[src/rtl/lz77_pkg.sv]
// Shared types and geometry for the streaming LZ77 encoder.
package lz77_pkg;

  localparam int unsigned CHAR_W     = 8;
  localparam int unsigned SEARCH_LEN = 9;
  localparam int unsigned LOOK_LEN   = 8;
  localparam int unsigned OFF_W      = $clog2(SEARCH_LEN);
  localparam int unsigned LEN_W      = $clog2(LOOK_LEN);
  // Lookahead occupancy and shift counts span 0..LOOK_LEN inclusive.
  localparam int unsigned CNT_W      = $clog2(LOOK_LEN + 1);

  localparam logic [CHAR_W-1:0] END_CHAR = 8'h24;

  typedef enum logic [2:0] {
    ST_FILL,
    ST_MATCH,
    ST_EMIT,
    ST_SHIFT,
    ST_DONE
  } state_e;

  typedef struct packed {
    logic [OFF_W-1:0]  offset;
    logic [LEN_W-1:0]  match_len;
    logic [CHAR_W-1:0] char_nxt;
  } token_t;

endpackage

[src/rtl/lz77_match_unit.sv]
// Parallel longest-match search of the lookahead against every search-window slot.
module lz77_match_unit
  import lz77_pkg::*;
(
  input  logic [SEARCH_LEN-1:0][CHAR_W-1:0] search,
  input  logic [SEARCH_LEN-1:0]             search_v,
  input  logic [LOOK_LEN-1:0][CHAR_W-1:0]   look,
  input  logic [CNT_W-1:0]                  look_cnt,
  output logic [OFF_W-1:0]                  offset,
  output logic [LEN_W-1:0]                  match_len
);

  int          lim;
  int unsigned len;
  int unsigned best_len;
  int unsigned best_k;
  logic        run;

  // Slot k is the start of a match whose i-th char sits at slot k-i; stopping at
  // i>k keeps the source inside the search window, lim keeps a char_nxt available.
  always_comb begin
    lim      = 32'(look_cnt) - 1;
    len      = 0;
    run      = 1'b0;
    best_len = 0;
    best_k   = 0;
    for (int k = 0; k < SEARCH_LEN; k++) begin
      len = 0;
      run = 1'b1;
      for (int i = 0; i < LOOK_LEN - 1; i++) begin
        if (run && (i <= k) && (i < lim) && search_v[OFF_W'(k - i)] &&
            (search[OFF_W'(k - i)] == look[LEN_W'(i)])) begin
          len++;
        end else begin
          run = 1'b0;
        end
      end
      if (len > best_len) begin
        best_len = len;
        best_k   = k;
      end
    end
    offset    = OFF_W'(best_k);
    match_len = LEN_W'(best_len);
  end

endmodule

[src/rtl/lz77_stream_encoder.sv]
// Streaming LZ77 encoder: ready/valid char input, (offset, match_len, char_nxt) token output.
module lz77_stream_encoder
  import lz77_pkg::*;
(
  input  logic              clk,
  input  logic              reset,
  input  logic [CHAR_W-1:0] chardata,
  input  logic              chardata_valid,
  output logic              chardata_ready,
  output logic              valid,
  input  logic              out_ready,
  output logic              encode,
  output logic [OFF_W-1:0]  offset,
  output logic [LEN_W-1:0]  match_len,
  output logic [CHAR_W-1:0] char_nxt,
  output logic              finish
);

  state_e                            state_q, state_d;
  logic [SEARCH_LEN-1:0][CHAR_W-1:0] search_q;
  logic [SEARCH_LEN-1:0]             search_v_q;
  logic [LOOK_LEN-1:0][CHAR_W-1:0]   look_q;
  logic [CNT_W-1:0]                  look_cnt_q;
  logic [CNT_W-1:0]                  shift_cnt_q;
  logic                              end_seen_q;
  logic                              run_q;
  logic                              tok_end_q;
  logic                              valid_q;
  logic                              finish_q;
  token_t                            tok_q;

  logic                              accept;
  logic                              shift_en;
  logic                              load_tok;
  logic [OFF_W-1:0]                  m_off;
  logic [LEN_W-1:0]                  m_len;

  lz77_match_unit u_match (
    .search    (search_q),
    .search_v  (search_v_q),
    .look      (look_q),
    .look_cnt  (look_cnt_q),
    .offset    (m_off),
    .match_len (m_len)
  );

  always_ff @(posedge clk or negedge reset) begin
    if (!reset) state_q <= ST_FILL;
    else        state_q <= state_d;
  end

  // Next state plus handshake strobes; run_q holds ready low until the first edge after reset.
  always_comb begin
    state_d        = state_q;
    accept         = 1'b0;
    shift_en       = 1'b0;
    load_tok       = 1'b0;
    chardata_ready = 1'b0;
    unique case (state_q)
      ST_FILL: begin
        chardata_ready = run_q;
        accept         = run_q & chardata_valid;
        if (accept && ((chardata == END_CHAR) || (look_cnt_q == CNT_W'(LOOK_LEN - 1))))
          state_d = ST_MATCH;
      end
      ST_MATCH: begin
        load_tok = 1'b1;
        state_d  = ST_EMIT;
      end
      ST_EMIT: begin
        if (out_ready) state_d = ST_SHIFT;
      end
      ST_SHIFT: begin
        chardata_ready = ~end_seen_q;
        accept         = ~end_seen_q & chardata_valid;
        shift_en       = end_seen_q | chardata_valid;
        if (shift_en && (shift_cnt_q == CNT_W'(1)))
          state_d = tok_end_q ? ST_DONE : ST_MATCH;
      end
      ST_DONE: ;
      default: state_d = ST_FILL;
    endcase
  end

  always_ff @(posedge clk or negedge reset) begin
    if (!reset) begin
      search_q    <= '0;
      search_v_q  <= '0;
      look_q      <= '0;
      look_cnt_q  <= '0;
      shift_cnt_q <= '0;
      end_seen_q  <= 1'b0;
      run_q       <= 1'b0;
      tok_end_q   <= 1'b0;
      valid_q     <= 1'b0;
      finish_q    <= 1'b0;
      tok_q       <= '0;
    end else begin
      run_q <= 1'b1;
      if (accept && (chardata == END_CHAR)) end_seen_q <= 1'b1;
      if ((state_q == ST_FILL) && accept) begin
        look_q[look_cnt_q[LEN_W-1:0]] <= chardata;
        look_cnt_q                    <= look_cnt_q + CNT_W'(1);
      end
      // Once the stream has ended the lookahead drains by inserting empty tail slots.
      if (shift_en) begin
        search_q    <= {search_q[SEARCH_LEN-2:0], look_q[0]};
        search_v_q  <= {search_v_q[SEARCH_LEN-2:0], 1'b1};
        look_q      <= {(accept ? chardata : CHAR_W'(0)), look_q[LOOK_LEN-1:1]};
        shift_cnt_q <= shift_cnt_q - CNT_W'(1);
        if (!accept) look_cnt_q <= look_cnt_q - CNT_W'(1);
      end
      if (load_tok) begin
        tok_q.offset    <= m_off;
        tok_q.match_len <= m_len;
        tok_q.char_nxt  <= look_q[m_len];
        tok_end_q       <= (look_q[m_len] == END_CHAR);
        shift_cnt_q     <= CNT_W'(m_len) + CNT_W'(1);
        valid_q         <= 1'b1;
      end
      if ((state_q == ST_EMIT) && out_ready) valid_q <= 1'b0;
      if (state_d == ST_DONE) finish_q <= 1'b1;
    end
  end

  assign valid     = valid_q;
  assign finish    = finish_q;
  assign encode    = 1'b1;
  assign offset    = tok_q.offset;
  assign match_len = tok_q.match_len;
  assign char_nxt  = tok_q.char_nxt;

endmodule

[config.mk]
export PLATFORM = sky130hd
export DESIGN_NAME = lz77_stream_encoder
export DESIGN_NICKNAME = d
export VERILOG_FILES = /design/src/rtl/lz77_pkg.sv /design/src/rtl/lz77_match_unit.sv /design/src/rtl/lz77_stream_encoder.sv
export SDC_FILE = /design/constraint.sdc
export NUM_CORES = 1
export LEC_CHECK = 0
export BUFFER_PORTS_ARGS = -buffer_cell sky130_fd_sc_hd__buf_4
export CELL_PAD_IN_SITES_DETAIL_PLACEMENT = 0
export CELL_PAD_IN_SITES_GLOBAL_PLACEMENT = 1
export CORE_UTILIZATION = 54
export DETAILED_ROUTE_END_ITERATION = 12
export PLACE_DENSITY_LB_ADDON = 0.25
export SKIP_CTS_REPAIR_TIMING = 1
export SLEW_MARGIN = 10
export SYNTH_ARGS = -nofsm -noshare
export SYNTH_HDL_FRONTEND = slang
export SYNTH_HIERARCHICAL = 1
export SYNTH_SLANG_ARGS = --single-unit
[constraint.sdc]
create_clock -name clk -period 25.8 [get_ports clk]
set_input_delay 3.87 -clock clk [delete_from_list [all_inputs] [get_ports clk]]
set_output_delay 3.87 -clock clk [all_outputs]
set_load 0.02 [all_outputs]
### Yosys cells after proc, flatten, opt, wreduce, memory -nomap -nowiden

Cells that the tools add are included.

| operators by class | value |
|---|---|
| order comparisons | 19 |
| add/sub/neg operators | 32 |
| bitwise operators | 4 |
| eq/ne operators | 39 |
| multiplexer cells | 103 |
| reductions and logical operators | 108 |

Operators with widths:

| operator | number |
|---|---|
| $mux 32 | 35 |
| $add 32x1->32 const B | 20 |
| $gt 32x32->1 | 7 |
| $eq 8x8->1 | 26 |
| $mux 64 | 2 |
| $logic_and 1x1->1 | 103 |
| $lt 4x32->1 const A | 3 |
| $bwmux 64 | 1 |
| $lt 3x32->1 const A | 2 |
| $mux 4 | 11 |
| $mux 1 | 40 |
| $eq 8x8->1 const B | 4 |
| $gt 1x32->1 const A | 1 |
| $gt 32x1->1 const B | 1 |
| $lt 1x32->1 const A | 1 |
| $lt 2x32->1 const A | 1 |
| $bmux 8 s3 | 1 |
| $demux 8 s3 | 1 |
| $mux 8 | 3 |
| $eq 8x6->1 const B | 2 |
| $mux 3 | 5 |
| $pmux 3 s5 | 1 |
| $add 1x1->2 const B | 7 |
| $lt 3x4->1 const B | 2 |
| 18 further kinds | 25 |

| word-level totals | value |
|---|---|
| output and inout port bits | 19 |
| register bits | 167 |
| input port bits | 12 |
| logic and storage cells | 333 |

### Depth between registers and ports, before layout

| logic depth | value |
|---|---|
| depth in word-level cells | 38 |
| gate-level depth with buffers | 67 |
| depth with buffers taken out | 62 |

### Modules after synthesis

The synthesis kept the hierarchy.

Modules (own cells, without submodules):

| module | cells an instance | seq. area each (um^2) | instances | area each (um^2) |
|---|---|---|---|---|
| lz77_stream_encoder | 806 | 4404.2 | 1 | 7983.9 |
| lz77_match_unit | 780 | 0.0 | 1 | 5656.7 |

### Worst setup path before layout

OpenSTA, ideal clock, no wires.

| path | value |
|---|---|
| path type | reg-to-reg |
| from | register look_cnt_q[1] |
| to | register tok_end_q |
| clock period less this slack | 11.993 ns |
| stages on the path, launching flop included | 59 |
| data arrival time | 11.897 ns |
| setup slack | 13.807 ns |
| data required time | 25.705 ns |
| buffers on the path | 3 |
| setup time | 0.095 ns |
| cells stage by stage | dfrtp_1 -> inv_1 -> ha_1 -> nand2_1 -> maj3_1 -> nor2_1 -> nor3_1 -> nand3_1 -> inv_1 -> ha_1 -> o211a_1 -> nand4_1 -> nor3_1 -> mux2i_1 -> ha_1 -> nor2b_1 -> o21ai_0 -> o41ai_1 -> [23 not listed] -> o21ai_0 -> a211oi_1 -> inv_1 -> o21ai_2 -> ha_1 -> nor2b_1 -> o21a_1 -> o21ai_0 -> a21oi_1 -> or3_2 -> o221ai_1 -> mux2i_1 -> buf_2 -> buf_2 -> mux4_2 -> mux2i_1 -> nand4b_1 -> o31ai_1 |

| between the ends | value |
|---|---|
| word-level cells in the longest chain between the ends | 38 |
| elaborated cells on any way between the ends | 215 |
| those cells by class | 28 x add/sub; 16 x order compare; 1 x eq/ne; 73 x mux; 97 x reduce/logical |

RTL lines:

| item | line | RTL |
|---|---|---|
| start: declaration | lz77_stream_encoder.sv:23 | `logic [CNT_W-1:0] look_cnt_q;` |
| start signal: assignment | lz77_stream_encoder.sv:103 | `look_cnt_q <= look_cnt_q + CNT_W'(1);` |
| start signal: assignment | lz77_stream_encoder.sv:111 | `if (!accept) look_cnt_q <= look_cnt_q - CNT_W'(1);` |
| $sub 4x1->5 (*) | lz77_match_unit.sv:22 | `lim = 32'(look_cnt) - 1;` |
| parallel branches: the longest is 31 deep, another holds $lt 1x32->1 | - |  |
| $mux 32 (*) | lz77_match_unit.sv:38 | `if (len > best_len) begin` |
| $gt 1x32->1 | lz77_match_unit.sv:38 |  |
| $mux 3 (*) | lz77_match_unit.sv:38 |  |
| net m_len[1] | lz77_stream_encoder.sv:36 | `logic [LEN_W-1:0] m_len;` |
| $bmux 8 s3 (*) | lz77_stream_encoder.sv:117 | `tok_end_q <= (look_q[m_len] == END_CHAR);` |
| $mux 8 (not written as such) (*) | lz77_stream_encoder.sv:117 |  |
| $eq 8x6->1 (*) | lz77_stream_encoder.sv:117 |  |
| end signal: assignment | lz77_stream_encoder.sv:117 |  |
| end: declaration | lz77_stream_encoder.sv:27 | `logic tok_end_q;` |

Mark *: on every way through the listed nets, which the timed path passes. The select of a mux whose other input is x is not followed.
A chain may end at the register's enable or synchronous reset.

### Final worst setup path

| path | value |
|---|---|
| from | register look_cnt_q[0] |
| to | register tok_end_q |

Same word-level chain as after synthesis.

==> flow_summary.rst <==
.. list-table::
   :header-rows: 1

   * - Metric
     - Value
   * - Depth of the worst hold-timing path
     - 1
   * - Slew at the pin closest to its max-slew limit
     - 1.22 ns
   * - Number of global-route vias before repair
     - 10300
   * - Remaining design rule violation count
     - 0
   * - X dimension of the die
     - 159 um
   * - Cells after synthesis
     - 1550
   * - Status
     - finished clean
   * - Skew final
     - 0.0213 ns
   * - Utilization after layout
     - 58.1%
   * - Commonest non-fill, non-tap cells in the layout
     - nand2_1, dfrtp_1, xnor2_1
   * - Total number of nets in the final design
     - roughly 1600
   * - Initial standard-cell utilization of the core
     - between 50% and 60%
   * - CTS tree
     - done
   * - H-tree lvl count
     - 4
   * - Layout Area Growth over Synthesis
     - 5.86%
   * - I/O Pins
     - 31
   * - Headroom to the max-slew limit
     - 17.7%
   * - Largest incremental delay on the critical path
     - between 0.9 and 1 ns
   * - GRT Resource Usage Total
     - 29.8%
   * - Final weighted congestion in routability-driven placement
     - 0.899
   * - Final count of negative-setup-slack endpoints
     - 0
   * - Area of the core region
     - 24200 um2
   * - Per-cell routed wire length
     - 20.1 um
   * - Netlist area before placement
     - 13300 um2
   * - Ratio of final minimum period to clock period
     - 56.5%
   * - Fraction of final layout cells with drive strength greater than 1
     - 9.53%
   * - Classification of the worst-slack hold path
     - flip-flop to flip-flop
   * - Total via count after detailed routing
     - 10900
   * - Count of yosys warnings during synthesis
     - 6
   * - Clock latency on the worst-skew pair
     - 0.44 ns
   * - PortBufs
     - 29
   * - Maximum buffer depth of the clock tree
     - 2
   * - Detailed placement HPWL
     - ~26000 um
   * - Site row count
     - 57
   * - Slew Viols, Final
     - 0
   * - Antenna diode instance count
     - 0
   * - Max Cap Violations
     - 0
   * - Die Area
     - between 20000 and 30000 um2
   * - Number of hold-slack violations in the final timing report
     - 0
   * - Antenna violations before repair
     - 0
   * - Global-route wire length before repair
     - just under 60000 um
   * - R2R depth
     - 57
   * - Unrepaired setup endpoints after global routing
     - false
   * - Worst Path Arrival
     - 14.91 ns
   * - Most used cell along the critical path
     - ha_1
   * - Post-Synthesis Mean Instance Area
     - approximately 8.6 um2
   * - GRT overflow
     - 0
   * - Largest net degree at the start of global routing
     - 103
   * - TNS Setup
     - 0 ns
   * - Data required time at the worst endpoint
     - 26.13 ns
   * - DRT Pass-1 Iters
     - 7
   * - Worst Setup Start Kind
     - flip-flop
   * - Clk pin slew, worst setup/hold paths
     - approximately 0.090 ns
   * - Iteration-0 DRC count of the detailed router
     - approximately 1000
   * - Biggest fanout along the worst timing path
     - 19
   * - Antenna-violating nets left
     - 0
   * - Maximum clock frequency
     - 68.6 MHz
   * - Wire length after detailed routing
     - ~37000 um
   * - Clock buffer count from CTS
     - 17
   * - Type of element capturing the critical path
     - flip-flop
   * - Count of clock tree sinks
     - around 170
   * - Standard cell with the maximum stage delay on the critical path
     - mux2i_4
   * - Clock period minus worst slack
     - ~15 ns
   * - Commonest non-fill, non-tap cell in the layout
     - nand2_1
   * - Vias per inst
     - 5.95
   * - Die Ht
     - about 160 um
   * - Root Buffer
     - clkbuf_16
   * - Classification of the worst setup path
     - flip-flop to flip-flop
==> worst max-delay path: cells and delay by family (launching register included) <==
family	cells	cell delay (ns)
AO/OA/AOI/OAI	28	5.96
flip-flops	1	0.87
multiplexers	4	2.04
adder cells (fa/ha/maj)	8	2.12
AND/OR/NAND/NOR	12	2.67
buffers and inverters	5	0.78
==> worst paths after layout <==
check                         startpoint      endpoint  slack [ns]
setup / recovery           look_cnt_q[0]     tok_end_q       11.22
min in group asynchronous          reset    state_q[2]        3.36
max in group asynchronous          reset  search_q[25]       20.51
hold / removal                    finish        finish        0.50
setup reg to reg           look_cnt_q[0]     tok_end_q       11.22
hold reg to reg                   finish        finish        0.50
==> registers in the layout, indices dropped and copies added (netlist names) <==
| register | count |
|---|---|
| tok_end_q | 1 |
| match_len | 3 |
| shift_cnt_q | 4 |
| search_v_q | 8 |
| valid | 1 |
| char_nxt | 8 |
| run_q | 1 |
| look_q | 64 |
| offset | 4 |
| finish | 1 |
| search_q | 64 |
| look_cnt_q | 4 |
| end_seen_q | 1 |
| state_q | 3 |
==> metal layers <==
| metal | global-route usage [%] | vias to the layer above | part of all wire [%] |
|---|---|---|---|
| li1 | - | 5149 | - |
| met1 | 42.9 | 5300 | 47 |
| met2 | 45.8 | 341 | 45 |
| met3 | 4.90 | 60 | 6.1 |
| met4 | 9.35 | 0 | 2.6 |
| met5 | 0 | - | 0 |
==> final cells by class <==
class	instances	area [um2]
fill	2191	10200
inverter	44	165
clock inverter	15	196
sequential	167	4180
clock buffer	17	425
tap	324	405
timing repair buffer	38	289
multi-input combinational	1220	8430
==> per-stage QoR <==
| stage | area, um2 | instances | hold WS, ns | setup slack, ns |
|---|---|---|---|---|
| floorplan | 13300 | 1558 | 0.441 | 13.81 |
| global placement | 13500 | 1793 | 0.456 | 11.88 |
| detailed placement | 13500 | 1793 | 0.477 | 11.43 |
| CTS | 14100 | 1825 | 0.500 | 11.29 |
| global route | 14100 | 1825 | 0.524 | 9.82 |
| finish | 14100 | 1825 | 0.495 | 11.22 |
Power is not shown: default switching activity piles up to over one toggle a cycle in this logic, so the estimate is an artifact.
